[src/rtl/vp_bbox_pkg.sv]
// Shared widths, state encoding and accumulator init values for the
// bounding-box overlay stage.
package vp_bbox_pkg;

  localparam int XW_DEF = 11;
  localparam int YW_DEF = 11;
  localparam int CNT_W  = 16;

  typedef enum logic {
    ARMING = 1'b0,
    ACTIVE = 1'b1
  } bbox_state_t;

  localparam logic [CNT_W-1:0] CNT_INIT = '0;
  localparam logic [CNT_W-1:0] CNT_MAX  = '1;

endpackage

[src/rtl/vp_frame_coords.sv]
// Raster coordinate tracker: de/vsync edge detection plus saturating x/y
// counters that describe the pixel currently on the input.
module vp_frame_coords #(
  parameter int XW = 11,
  parameter int YW = 11
) (
  input  logic          clk,
  input  logic          rst_n,
  input  logic          de,
  input  logic          vsync,
  output logic [XW-1:0] x,
  output logic [YW-1:0] y,
  output logic          de_fall,
  output logic          vs_rise
);

  logic de_q;
  logic vs_q;

  assign de_fall = de_q & ~de;
  assign vs_rise = vsync & ~vs_q;

  always_ff @(posedge clk or negedge rst_n) begin
    if (!rst_n) begin
      de_q <= 1'b0;
      vs_q <= 1'b0;
      x    <= '0;
      y    <= '0;
    end else begin
      de_q <= de;
      vs_q <= vsync;

      // x is registered, so the first de cycle of a line still reads 0
      if (de) begin
        if (x != '1) x <= x + 1'b1;
      end else if (de_fall) begin
        x <= '0;
      end

      if (vs_rise) begin
        y <= '0;
      end else if (de_fall && (y != '1)) begin
        y <= y + 1'b1;
      end
    end
  end

endmodule

[src/rtl/bbox_overlay.sv]
// Per-frame foreground bounding-box tracker; the box found in one frame is
// latched at the next vsync rise and drawn over the following frame.
//
//   state  | meaning
//   ARMING | after reset; first vsync rise only clears the accumulators
//   ACTIVE | each vsync rise latches (or invalidates) the box, then clears
module bbox_overlay
  import vp_bbox_pkg::*;
#(
  parameter int          XW        = XW_DEF,
  parameter int          YW        = YW_DEF,
  parameter logic [7:0]  THRESH    = 8'd127,
  parameter int          MIN_COUNT = 16,
  parameter logic [23:0] BOX_COLOR = 24'hFF0000
) (
  input  logic          clk,
  input  logic          rst_n,
  input  logic          de,
  input  logic          hsync,
  input  logic          vsync,
  input  logic [23:0]   pixel_in,
  output logic          de_out,
  output logic          hsync_out,
  output logic          vsync_out,
  output logic [23:0]   pixel_out,
  output logic          box_valid,
  output logic [XW-1:0] x_min,
  output logic [XW-1:0] x_max,
  output logic [YW-1:0] y_min,
  output logic [YW-1:0] y_max
);

  localparam logic [CNT_W-1:0] MIN_CNT = CNT_W'(MIN_COUNT);

  logic [XW-1:0] x;
  logic [YW-1:0] y;
  logic          de_fall;
  logic          vs_rise;

  vp_frame_coords #(.XW(XW), .YW(YW)) u_coords (
    .clk     (clk),
    .rst_n   (rst_n),
    .de      (de),
    .vsync   (vsync),
    .x       (x),
    .y       (y),
    .de_fall (de_fall),
    .vs_rise (vs_rise)
  );

  logic             fg;
  logic [XW-1:0]    ax_min, ax_max, ax_min_upd, ax_max_upd;
  logic [YW-1:0]    ay_min, ay_max, ay_min_upd, ay_max_upd;
  logic [CNT_W-1:0] cnt, cnt_upd;
  bbox_state_t      state_q, state_d;
  logic             acc_clr;
  logic             latch;
  logic             hit;

  assign fg = de & (pixel_in[15:8] > THRESH);

  // Post-update values, so a foreground pixel coincident with vsync rise
  // still lands in the frame being closed.
  always_comb begin
    ax_min_upd = ax_min;
    ax_max_upd = ax_max;
    ay_min_upd = ay_min;
    ay_max_upd = ay_max;
    cnt_upd    = cnt;
    if (fg) begin
      if (x < ax_min) ax_min_upd = x;
      if (x > ax_max) ax_max_upd = x;
      if (y < ay_min) ay_min_upd = y;
      if (y > ay_max) ay_max_upd = y;
      if (cnt != CNT_MAX) cnt_upd = cnt + 1'b1;
    end
  end

  always_comb begin
    state_d = state_q;
    acc_clr = 1'b0;
    latch   = 1'b0;
    case (state_q)
      ARMING: if (vs_rise) begin
        acc_clr = 1'b1;
        state_d = ACTIVE;
      end
      ACTIVE: if (vs_rise) begin
        acc_clr = 1'b1;
        latch   = 1'b1;
      end
      default: state_d = ARMING;
    endcase
  end

  always_ff @(posedge clk or negedge rst_n) begin
    if (!rst_n) begin
      state_q   <= ARMING;
      ax_min    <= '1;
      ax_max    <= '0;
      ay_min    <= '1;
      ay_max    <= '0;
      cnt       <= CNT_INIT;
      box_valid <= 1'b0;
      x_min     <= '0;
      x_max     <= '0;
      y_min     <= '0;
      y_max     <= '0;
    end else begin
      state_q <= state_d;
      if (acc_clr) begin
        ax_min <= '1;
        ax_max <= '0;
        ay_min <= '1;
        ay_max <= '0;
        cnt    <= CNT_INIT;
      end else begin
        ax_min <= ax_min_upd;
        ax_max <= ax_max_upd;
        ay_min <= ay_min_upd;
        ay_max <= ay_max_upd;
        cnt    <= cnt_upd;
      end
      if (latch) begin
        if (cnt_upd >= MIN_CNT) begin
          box_valid <= 1'b1;
          x_min     <= ax_min_upd;
          x_max     <= ax_max_upd;
          y_min     <= ay_min_upd;
          y_max     <= ay_max_upd;
        end else begin
          box_valid <= 1'b0;
        end
      end
    end
  end

  always_comb begin
    hit = box_valid &
          ((((x == x_min) | (x == x_max)) & (y >= y_min) & (y <= y_max)) |
           (((y == y_min) | (y == y_max)) & (x >= x_min) & (x <= x_max)));
  end

  always_ff @(posedge clk or negedge rst_n) begin
    if (!rst_n) begin
      de_out    <= 1'b0;
      hsync_out <= 1'b0;
      vsync_out <= 1'b0;
      pixel_out <= '0;
    end else begin
      de_out    <= de;
      hsync_out <= hsync;
      vsync_out <= vsync;
      pixel_out <= de ? (hit ? BOX_COLOR : pixel_in) : 24'h000000;
    end
  end

endmodule

[config.mk]
export PLATFORM = sky130hd
export DESIGN_NAME = bbox_overlay
export DESIGN_NICKNAME = d
export VERILOG_FILES = /design/src/rtl/vp_bbox_pkg.sv /design/src/rtl/vp_frame_coords.sv /design/src/rtl/bbox_overlay.sv
export SDC_FILE = /design/constraint.sdc
export NUM_CORES = 1
export LEC_CHECK = 0
export ABC_AREA = 1
export CAP_MARGIN = 40
export CORE_ASPECT_RATIO = 0.5
export CORE_MARGIN = 10
export CORE_UTILIZATION = 50
export CTS_CLUSTER_DIAMETER = 60
export DETAILED_ROUTE_END_ITERATION = 10
export MAX_ROUTING_LAYER = met4
export PLACE_DENSITY = 0.72
export SETUP_SLACK_MARGIN = 0.2
export SYNTH_ARGS = -nofsm -noshare
export SYNTH_HDL_FRONTEND = slang
export SYNTH_SLANG_ARGS = --single-unit
[constraint.sdc]
create_clock -name clk -period 3.47 [get_ports clk]
set_clock_uncertainty 0.15 [all_clocks]
set_input_delay 0.347 -clock clk [delete_from_list [all_inputs] [get_ports clk]]
set_output_delay 0.347 -clock clk [all_outputs]
set_load 0.02 [all_outputs]
==> results.txt <==
----------------------------------------------------
[Placed design]
  Area after detailed placement ... 10,300 um^2
  Routability congestion estimate from global placement ... 0.954
  Sum of net half-perimeters after detailed placement ... 17,800 um
  Port Buf Inserts ... 100
  Pre-CTS setup slack ... ~0.37 ns

[STA]
  Final Max Slew Viols ... 0
  Final setup fails ... 0
  Final critical-path share of the clock period ... 85.9%
  Fmax achieved ... 0.335 GHz
  Final total negative setup slack ... 0 ns
  Actual slew at the worst max-slew pin ... approximately 0.76 ns
  Worst slew margin relative to its limit ... between 40 and 50%
  Final worst slack ... 0.488 ns
  Hold Vio Cnt, Final ... 0
  Unrepaired setup endpoints after global routing ... false
  Post-route minimum period ... 2.98 ns

[Clock network]
  Root buffer cell ... sky130_fd_sc_hd__clkbuf_16
  Clk buf depth ... 2
  TritonCTS clock tree ... yes
  Clock latency at the later pin of the worst-skew pair ... 0.43 ns
  Count of H-tree levels built during CTS ... 4
  Worst-path clk slew ... 0.07 ns
  Number of sinks handled by clock tree synthesis ... 155
  Cts bufs inserted ... 17

[Yosys]
  Summed instance area of the synthesized netlist ... approximately 9000 um^2
  Ranking of synthesized cells by area ... sky130_fd_sc_hd__dfrtp_1 37%, sky130_fd_sc_hd__ha_1 12%, sky130_fd_sc_hd__nand2_1 11%
  Ys flop type ... sky130_fd_sc_hd__dfrtp_1
  Sequential share of the synthesized area ... 43.3%
  Avg Synthesized Cell Area ... 7.96 um^2
  Count of cell types in the netlist ... 36
  Share of synthesized registers carrying an async set or reset ... between 90% and 100%
  Post-synth net total ... 1,252
  Number of enable-type register cells in the synthesized netlist ... 0
  Mapped Cells ... about 1,100
  Seq cells post-synth ... 155
  Post-synth top area share ... 36.9%
  Biggest area consumer among synthesized cells ... sky130_fd_sc_hd__dfrtp_1
  Count of yosys warnings during synthesis ... 0

[Status]
  Status ... finished, final reports clean

[Pwr]
  Worst vdd ir ... 0.365 mV
  Power density over cell area ... 535 nW/um^2
  Reported leakage power ... ~5.5 nW

[Critical path]
  Arrival time at the worst endpoint ... 3.12 ns
  CP Class ... reg2reg
  Depth of the worst register-to-register path ... 10
  Worst-path cell with the longest stage delay ... sky130_fd_sc_hd__dfrtp_1
  Bufs and invs on worst path ... 0
  Capturing element type of the critical path ... flip-flop
  Slowest stage delay, CP ... 0.54 ns
  Family of cells with the greatest summed delay on the critical path ... simple AND/OR/NAND/NOR gates
  Element type at the critical path start ... flip-flop
  Most prevalent standard cell on the critical path ... sky130_fd_sc_hd__nand2_1
  Register-to-register path setup slack ... 0.49 ns
  Critical Path Stages ... 10
  Required time worst endpoint ... 3.61 ns
  Worst-path cell chain ... ha_1 > nand2_1 > nor2_1 > nand4_1 > nand2_1 > nand3_1 > nand2_1 > nand2_1 > nand2_1 > nor2_1
  Highest fanout seen on the critical path ... 15

[Final layout]
  Highest-count cells in the layout ignoring fill and taps ... 271 x sky130_fd_sc_hd__nand2_1, 165 x sky130_fd_sc_hd__inv_1, 133 x sky130_fd_sc_hd__dfrtp_1
  Share of cells above drive strength 1 ... 8.33%
  Final design utilization ... 62.4%
  NumNets Final ... 1,354
  Leading cell type in the layout, fill and taps excluded ... sky130_fd_sc_hd__nand2_1
  Count of antenna diodes in the layout ... 0
  Layout Cell Area excl Fill ... 10,900 um^2
  Layout overhead on the synthesized area ... 21.1%

[Route]
  Number of search-and-repair iterations in the first detailed-routing pass ... 5
  Vias per inst ... 5.34
  Count of vias placed by the detailed router ... 7,921
  First-iteration detailed-routing DRC count ... 561
  Post-DR wirelength/cell ... 16.4 um
  Total DRC errors in the routed layout ... 0
  Overall routed net length ... about 24,000 um
  Antenna Violating Nets Remaining ... 0

[Global routing]
  Met2 routing resource usage after global routing ... 32.9%
  Met3 capacity usage during global routing ... 4.33%
  Wire length of the first global-routing pass ... 40,500 um
  Number of global-route vias before repair ... 7,848
  Aggregate global routing overflow ... 0
  Met1 Usage GRT ... 27.9%
  Number of antenna violations at the first check in global routing ... 0
  Tot GR Track Use ... a little over a fifth
  Busiest layer in global routing ... met2
  Pin count of the biggest net entering global routing ... 77

[Job]
  Number of max-cap violations ... 0

[Floorplanning]
  Initial Utilization ... 51.5%
  Die outline width ... 210 um
  Number of placed I/O pins ... 101
  Rows ... 34
  Area of the die ... 24,200 um^2
  Die H ... 115 um
  Core outline area ... 17,500 um^2

[Min path]
  Worst hold-check path type ... in2reg
  Number of cells on the worst hold path ... 1

----------------------------------------------------
==> repair_timing <==
| item | CTS | global route |
|---|---|---|
| hold buffers | 1 | 0 |
| endpoints found under the setup margin | 0 | 33 |
| resized for setup | 0 | 1 |
| buffers inserted | 0 | 0 |
| endpoints found under the hold margin | 64 | 0 |
==> Yosys cell counts, types with 4 or more instances <==
cell type and number:
sky130_fd_sc_hd__nand2_2 4, sky130_fd_sc_hd__nand3_1 93, sky130_fd_sc_hd__and2_1 20, sky130_fd_sc_hd__or2_2 22
sky130_fd_sc_hd__dfrtp_1 133, sky130_fd_sc_hd__nand2_1 271, sky130_fd_sc_hd__o21ai_0 74, sky130_fd_sc_hd__nor3_1 10
sky130_fd_sc_hd__o21a_1 7, sky130_fd_sc_hd__nand4_1 22, sky130_fd_sc_hd__xor2_1 4, sky130_fd_sc_hd__a21oi_1 61
sky130_fd_sc_hd__inv_1 165, sky130_fd_sc_hd__buf_6 4, sky130_fd_sc_hd__nor2_2 5, sky130_fd_sc_hd__clkbuf_1 21
sky130_fd_sc_hd__dfstp_2 22, sky130_fd_sc_hd__o22ai_1 7, sky130_fd_sc_hd__ha_1 89, sky130_fd_sc_hd__nor2_1 74
sky130_fd_sc_hd__buf_2 5
==> stage by stage <==
| stage | power (W) | std cells | hold WS, ns |
|---|---|---|---|
| floorplan | 0.00326 | 1134 | -0.0986 |
| global placement | 0.00388 | 1450 | 0.272 |
| detailed placement | 0.00391 | 1450 | 0.274 |
| CTS | 0.00588 | 1483 | 0.209 |
| global route | 0.00621 | 1483 | 0.210 |
| finish | 0.00585 | 1483 | 0.206 |
==> state kept, by name, summed over array words and instances (netlist names) <==
signal	count
ax_max	11
ax_min	11
ay_max	11
ay_min	11
box_valid	1
cnt	16
hsync_out	1
pixel_out	24
state_q	1
u_coords.de_q	1
u_coords.vs_q	1
u_coords.x	11
u_coords.y	11
x_max	11
x_min	11
y_max	11
y_min	11
==> worst reg2reg max path, stage by stage (launching register included) <==
cell	delay, ns
sky130_fd_sc_hd__dfrtp_1	0.54
sky130_fd_sc_hd__ha_1	0.38
sky130_fd_sc_hd__nand2_1	0.06
sky130_fd_sc_hd__nor2_1	0.22
sky130_fd_sc_hd__nand4_1	0.22
sky130_fd_sc_hd__nand2_1	0.20
sky130_fd_sc_hd__nand3_1	0.13
sky130_fd_sc_hd__nand2_1	0.15
sky130_fd_sc_hd__nand2_1	0.22
sky130_fd_sc_hd__nand2_1	0.49
sky130_fd_sc_hd__nor2_1	0.10
==> per-layer routing <==
metal / wire length (um) / vias to the layer above
met1: 11500 / 3809
li1: - / 3876
met3: 1340 / 25
met2: 11300 / 211
met5: 0 / -
met4: 212 / 0
==> where the power goes <==
part / internal, W / switching (W) / leakage [nW]
Sequential: 0.00205 / 0.000195 / 1.99
Combinational: 0.000659 / 0.000991 / 3.21
Clock: 0.00117 / 0.000789 / 0.291
Total: 0.00387 / 0.00197 / 5.49
==> worst paths after layout <==
path	start	endpoint
max	u_coords.y[8]	pixel_out[5]
min reg2reg	y_min[1]	y_min[1]
min	hsync	hsync_out
min in group asynchronous	rst_n	y_max[5]
max in group asynchronous	rst_n	ay_max[2]
max reg2reg	u_coords.y[8]	pixel_out[5]
==> area by class of cell <==
cell class	instances	area [um^2]
Clock buffer	21	450
Clock inverter	11	160
Fill cell	1522	6600
Inverter	169	636
Multi-Input combinational cell	780	4360
Sequential cell	155	3910
Tap cell	234	293
Timing Repair Buffer	113	1130
==> kinds of logic after synthesis <==
family          count (synthesis)  synth area share [%]
fa+ha+maj                      89                  12.3
buf+inv                       199                  8.69
simple gates                  529                  26.0
xor+xnor                        5                 0.485
flops                         155                  43.3
compound gates                157                  9.26
Power figures use the tool's default switching activity.
